**src/rtl/mem_bridge.sv**
```systemverilog
// Bridges SLC-3 control-unit memory strobes to a registered-output BRAM and a
// single memory-mapped I/O word (switches in, hex display out).
module mem_bridge #(
   parameter int unsigned ADDR_W     = 16,
   parameter logic [15:0] IO_ADDR    = 16'hFFFF,
   parameter int unsigned RD_LATENCY = 2
) (
   input  logic              clk,
   input  logic              reset,
   input  logic              mem_ena_i,
   input  logic              mem_wr_i,
   input  logic [15:0]       addr_i,
   input  logic [15:0]       wdata_i,
   output logic [15:0]       rdata_o,
   output logic              rdata_valid_o,
   output logic              busy_o,
   output logic              bram_en_o,
   output logic              bram_we_o,
   output logic [ADDR_W-1:0] bram_addr_o,
   output logic [15:0]       bram_din_o,
   input  logic [15:0]       bram_dout_i,
   input  logic [15:0]       sw_i,
   output logic [15:0]       hex_o
);

   typedef enum logic [1:0] {StIdle, StRead, StWrite, StHold} state_e;

   localparam logic [2:0] RdLat = 3'(RD_LATENCY);

   state_e            state_q, state_d;
   logic [2:0]        cnt_q, cnt_d;
   logic [15:0]       sw_meta_q, sw_sync_q;
   logic [ADDR_W-1:0] addr_q;
   logic              io_q;
   logic [15:0]       sw_cap_q;
   logic [15:0]       rdata_q;
   logic [15:0]       hex_q;

   logic              io_hit;
   logic              accept;
   logic              rd_valid;
   logic [15:0]       rd_data;
   logic              en_c, we_c;
   logic [ADDR_W-1:0] baddr_c;
   logic [15:0]       din_c;

   assign io_hit = (addr_i == IO_ADDR);
   assign accept = (state_q == StIdle) && mem_ena_i;

   always_comb begin
      state_d  = state_q;
      cnt_d    = cnt_q;
      en_c     = 1'b0;
      we_c     = 1'b0;
      baddr_c  = '0;
      din_c    = '0;
      rd_valid = 1'b0;
      rd_data  = rdata_q;

      unique case (state_q)
         StIdle: begin
            if (mem_ena_i) begin
               baddr_c = addr_i[ADDR_W-1:0];
               din_c   = wdata_i;
               en_c    = !io_hit;
               if (mem_wr_i) begin
                  we_c    = !io_hit;
                  state_d = StWrite;
               end else begin
                  cnt_d   = 3'd1;
                  state_d = StRead;
               end
            end
         end
         StRead: begin
            // Enable stays high so the BRAM output register keeps advancing.
            en_c    = !io_q;
            baddr_c = addr_q;
            cnt_d   = cnt_q + 3'd1;
            if (cnt_q == RdLat) begin
               rd_valid = 1'b1;
               rd_data  = io_q ? sw_cap_q : bram_dout_i;
               cnt_d    = '0;
               state_d  = mem_ena_i ? StHold : StIdle;
            end
         end
         StWrite: begin
            state_d = mem_ena_i ? StHold : StIdle;
         end
         StHold: begin
            if (!mem_ena_i) begin
               state_d = StIdle;
            end
         end
         default: begin
            state_d = StIdle;
         end
      endcase
   end

   always_ff @(posedge clk) begin
      if (reset) begin
         state_q   <= StIdle;
         cnt_q     <= '0;
         sw_meta_q <= '0;
         sw_sync_q <= '0;
         addr_q    <= '0;
         io_q      <= 1'b0;
         sw_cap_q  <= '0;
         rdata_q   <= '0;
         hex_q     <= '0;
      end else begin
         state_q   <= state_d;
         cnt_q     <= cnt_d;
         sw_meta_q <= sw_i;
         sw_sync_q <= sw_meta_q;
         if (accept) begin
            addr_q   <= addr_i[ADDR_W-1:0];
            io_q     <= io_hit;
            // Snapshot switches now so I/O reads see the same latency as BRAM.
            sw_cap_q <= sw_sync_q;
            if (mem_wr_i && io_hit) begin
               hex_q <= wdata_i;
            end
         end
         if (rd_valid) begin
            rdata_q <= rd_data;
         end
      end
   end

   // Outputs are forced low while reset is held so an aborted access cannot strobe.
   always_comb begin
      rdata_o       = reset ? '0 : rd_data;
      rdata_valid_o = !reset && rd_valid;
      busy_o        = !reset && (state_q != StIdle);
      bram_en_o     = !reset && en_c;
      bram_we_o     = !reset && we_c;
      bram_addr_o   = reset ? '0 : baddr_c;
      bram_din_o    = reset ? '0 : din_c;
      hex_o         = hex_q;
   end

endmodule

```
**config.mk**
```make
export PLATFORM = sky130hd
export DESIGN_NAME = mem_bridge
export DESIGN_NICKNAME = d
export VERILOG_FILES = /design/src/rtl/mem_bridge.sv
export SDC_FILE = /design/constraint.sdc
export NUM_CORES = 1
export LEC_CHECK = 0
export CORE_MARGIN = 1.5
export CORE_UTILIZATION = 48
export CTS_BUF_LIST = sky130_fd_sc_hd__clkbuf_8
export DETAILED_ROUTE_END_ITERATION = 7
export PLACE_DENSITY = 0.88
export SETUP_SLACK_MARGIN = 0.1
export SLEW_MARGIN = 0
export SYNTH_ARGS = -nofsm -noshare
export SYNTH_HDL_FRONTEND = slang
export SYNTH_SLANG_ARGS = --single-unit
```
**constraint.sdc**
```tcl
create_clock -name clk -period 2.5 [get_ports clk]
set_clock_uncertainty 0.2 [all_clocks]
set_input_delay 0.5 -clock clk [delete_from_list [all_inputs] [get_ports clk]]
set_output_delay 0.5 -clock clk [all_outputs]
set_load 0.01 [all_outputs]
```
== After elaboration in Yosys (flattened, before gate mapping) ==
Index checks and enable logic that the tools add are counted.

* Mux-type cells: 27
* Reductions and logical operators: 15
* Equal/unequal tests: 9
* $add $sub $neg: 1

{| class="wikitable"
|+ Operator list
! operator !! number
|-
| 16-bit two-way mux || 9
|-
| 16-bit one-hot mux with 2 select lines || 1
|-
| 16-bit == test, second input constant || 1
|-
| 2-bit two-way mux || 5
|-
| 3-bit two-way mux || 3
|-
| 2-bit inequality test, second input constant || 4
|-
| 2-bit one-hot mux with 4 select lines || 1
|-
| 1-bit logical AND || 6
|-
| 1-bit two-way mux || 6
|-
| 3-bit one-hot mux with 2 select lines || 1
|-
| 3-bit AND reduction || 2
|-
| 2-bit == test, second input constant || 2
|-
| 2-bit nonzero test || 2
|-
| 3-bit by 1-bit adder with 3-bit output, second input constant || 1
|-
| 3-bit by 2-bit == test with 1-bit output, second input constant || 1
|-
| 1-bit logical NOT || 3
|-
| 2-bit by 1-bit == test with 1-bit output, second input constant || 1
|-
| 2-bit logical NOT || 1
|-
| 1-bit one-hot mux with 2 select lines || 1
|-
| 2-bit AND reduction || 1
|}

* Word-level logic and storage cells: 61
* Bits in registers: 102
* Input bits: 68
* Output and inout port bits: 68

== Logic depth before layout (Yosys ltp) ==
* Depth in word-level cells: 6
* Depth in mapped cells: 9

== Worst setup path after synthesis ==
No wires, ideal clock.

* Kind: register to output
* Start: reg state_q[0]
* End: out bram_addr_o[10]
* Cell stages (with the launch flop): 7
* Arrival time: 1.505 ns
* Data required time: 1.800 ns
* Slack: 0.295 ns
* Buffers on the path: 2
* Cell sequence: dfxtp_1 -> inv_1 -> ha_1 -> buf_2 -> o21bai_1 -> clkbuf_1 -> a21oi_1

* Cells in the longest elaborated chain, start to end: 3
* Elaborated cells between the ends (all ways): 4

{| class="wikitable"
|+ RTL lines
! item !! line !! text
|-
| start: declaration || 30 || <nowiki>state_e state_q, state_d;</nowiki>
|-
| start signal: assignment || 103 || <nowiki>state_q <= StIdle;</nowiki>
|-
| start signal: assignment || 113 || <nowiki>state_q <= state_d;</nowiki>
|-
| 2-bit by 1-bit == test with 1-bit output or 2-bit logical NOT (tied branches) || 60 || <nowiki>unique case (state_q)</nowiki>
|-
| 16-bit one-hot mux with 2 select lines (*) || 60 ||
|-
| 16-bit two-way mux (*) || 139 || <nowiki>bram_addr_o = reset ? '0 : baddr_c;</nowiki>
|-
| end: declaration || 19 || <nowiki>output logic [ADDR_W-1:0] bram_addr_o,</nowiki>
|}

Mark *: on every way between the ends. The rest lies on a longest branch, timed or not.

== Worst setup path after layout ==
* Start: reg state_q[1]
* End: out rdata_o[2]

* Cells in the longest elaborated chain, start to end: 3

{| class="wikitable"
|+ RTL lines
! item !! line !! text
|-
| 2-bit by 1-bit == test with 1-bit output || 60 ||
|-
| 16-bit two-way mux || 60 ||
|-
| 16-bit two-way mux || 134 || <nowiki>rdata_o = reset ? '0 : rd_data;</nowiki>
|-
| end: declaration || 14 || <nowiki>output logic [15:0] rdata_o,</nowiki>
|}

No other way between the ends.

==> reports/results.ini <==
[timing]
setup_ws_ns = -0.172
tightestPinTransition_ns = 0.454
min_period_ns = 2.67
rsz0062_at_grt = true
hold_viol = 0
slew_viol_final = 0
slew_headroom_pct = 69.7
finalCritPeriodShare_pct = 107
fmax_ghz = 0.374
report.final.setup_viol = 32

[drt]
drtAntennaViolNets = 0
vias = 4420
wl_um = 14800
drtIter0Drc = 259
wl_per_cell_um = 18.6
drcViolationCount = 0
viasPerCell = 5.55
firstDrtPassIters = 7

[synth]
synth_fp_nets = 550
synth_flop_cell = dfxtp_1
yosys-top-cells-area = dfxtp_1 48%, mux2i_1 7.8%, nand2_1 7.7%, a21oi_1 6.2%, a211oi_1 5.9%
yosysTopAreaCellShare_pct = 48.3
yosysSeqAreaShare_pct = 48.3
ys_async_sr_fraction_pct = 0
synth-seq-cells = 102
synth.avg_cell_area_um2 = 8.82
yosysWarnings = 0
synth-edff-count = 0
netlist.top_cell.by_area = dfxtp_1
synth_cells = 479
ys_types = 33
syn_area_mm2 = 0.00423

[placed_design]
pre_cts_ws_ns = -0.513
dpl.hpwl_um = 8250
port_buffers = 135
place.gp.congestion = 0.853

[floorplanning]
core-area_mm2 = 0.00864
num_io_pins = 136
initial_core_util_pct = 48.9
die_x_um = 96.8
design.die.area_mm2 = 0.00937
row_count = 34
die_h_um = 96.8

[clocking]
cts_tree = built
cts_buffers = 9
h-tree-depth = 3
cts.reportedPaths.clkPinSlew_ns = 0.09
clk_latency_ns = 0.36
clock_sinks = 102
cts_buffer_depth = 2
clockRootBuffer = clkbuf_8

[layout]
drive_above_1_share_pct = 37.4
nets = 754
fill_cells = 458
final_core_util_pct = 79.4
synthToLayoutAreaGrowth_pct = 62.3
antenna_cells = 0

[power_and_ir_drop]
powerDensity_mw_per_mm2 = 671
cellLeakagePower_nw = 2.70
totalPowerFinal_w = 0.00460
vdd_drop_max_mv = 0.566

[worst_setup_path]
crit_path_end_kind = output pin
cpPeakStageDelay_ns = 0.33
critPathSlowestCell = dfxtp_2
crit_fanout = 8
critical_path_arrival_ns = 1.97
crit_path_start_kind = flop
path_cells = inv_2 -> ha_4 -> inv_4 -> nor3b_4 -> buf_6 -> buf_16 -> nor2_1 -> a211oi_2 -> buf_2
critPathKind = flop to output pin
worstPathRequired_ns = 1.80

[grt]
grt-ovfl-total = 0
grt_max_degree = 43
antenna_found_initial = 0
grt_pass1_wl_um = 20900
grt_pass1_vias = 4230
grt_use_total_pct = 27.2

[min_path]
hold_path.class = flop to flop

[status]
violations = setup timing
status = finished with violations

[job]
maxCapViolations = 0

repair_timing:
| item | CTS | global route |
|---|---|---|
| resized for setup | 306 | 54 |
| setup buffers | 18 | 5 |
| cloned | 4 | 4 |
| pin swaps | 23 | 10 |
| endpoints found under the setup margin | 52 | 68 |
| hold buffers | 0 | 0 |
worst paths after layout:
kind / start / endpoint / slack, ns / cells past startpoint
max: state_q[1] / rdata_o[2] / -0.17 / 9
min: sw_meta_q[14] / sw_sync_q[14] / 0.24 / 1
max reg2reg: state_q[0] / hex_o[5] / 0.14 / 12
min reg2reg: sw_meta_q[14] / sw_sync_q[14] / 0.24 / 1
synthesized netlist by cell type (8+ instances only):
master    number
a211oi_1      33
a21oi_1       52
and2_1        17
buf_2          8
clkbuf_1      24
dfxtp_1      102
mux2i_1       33
nand2_1       87
nand2b_1      32
nor2_1        21
nor2b_1       36
per-stage QoR:
step	hold slack, ns	cells	instance area (µm²)	TNS, ns
after floorplan	0.214	479	4230	0
after global placement	0.223	751	6110	-12.55
after detailed placement	0.221	751	6110	-15.79
after CTS	0.240	788	6550	-2.77
after global routing	0.261	796	6860	-6.98
final	0.244	796	6860	-3.71
cells in the final DEF, fill, tap and decap left out, types with 2 or more instances in the layout:
cell and n:
nand2b_1 32, nor3_1 3, dlygate4sd2_1 13, nand2_1 70, a211oi_2 16, and2_4 11
buf_12 7, buf_16 3, nand2_2 15, nor2_1 7, dfxtp_1 100, a21oi_1 37
bufinv_16 2, buf_4 67, nand4_2 2, a21oi_2 15, nor2_4 3, inv_4 2
buf_2 43, clkbuf_16 3, dfxtp_2 2, nor2b_1 35, clkbuf_8 11, nand2_4 2
buf_6 24, ha_4 2, clkdlybuf4s50_1 65, nor2_2 11, nand4_1 3, clkdlybuf4s15_2 3
mux2i_1 32, o22ai_1 2, a211oi_1 17, and2_1 6
critical path: cells and delay by family (launching register included):
family / cells / cell delay (ns)
AO/OA/AOI/OAI: 1 / 0.16
adder cells (fa/ha/maj): 1 / 0.14
buffers and inverters: 5 / 0.59
flip-flops: 1 / 0.33
AND/OR/NAND/NOR: 2 / 0.38
cell type report:
type / count / area [µm²] / share of cell area [%]
repair buffers: 229 / 2100 / 30.6
inverters: 4 / 20.0 / 0.292
well taps: 108 / 135 / 1.97
clock buffers: 11 / 151 / 2.21
multi-input cells: 337 / 2330 / 33.9
flip-flops and latches: 102 / 2040 / 29.8
clock inverters: 5 / 81.3 / 1.19
sequential cells by signal, summed over array words and instances (netlist names):
| name | count |
|---|---|
| addr_q | 16 |
| hex_o | 16 |
| rdata_q | 16 |
| sw_cap_q | 16 |
| sw_meta_q | 16 |
| sw_sync_q | 16 |
| cnt_q | 3 |
| state_q | 2 |
| io_q | 1 |
power breakdown:
part | switching, W | internal [W] | leakage [nW]
logic | 0.000830 | 0.000789 | 1.75
clock network | 0.000573 | 0.000619 | 0.116
registers | 0.0000602 | 0.00173 | 0.833
layer usage:
layer,GRT usage (%),share of wire (%),vias up
met2,46.7,51,213
met5,0,0,-
met3,4.41,5.0,60
met4,12.3,3.9,0
met1,33.4,40,2138
li1,-,-,2009
cells by family after synthesis:
family                   share of synthesized area [%]
AO/OA/AOI/OAI                                     13.7
buffers and inverters                             4.35
flip-flops                                        48.3
adder cells (fa/ha/maj)                          0.888
AND/OR/NAND/NOR                                   24.9
multiplexers                                      7.82
Power figures use the tool's default switching activity.
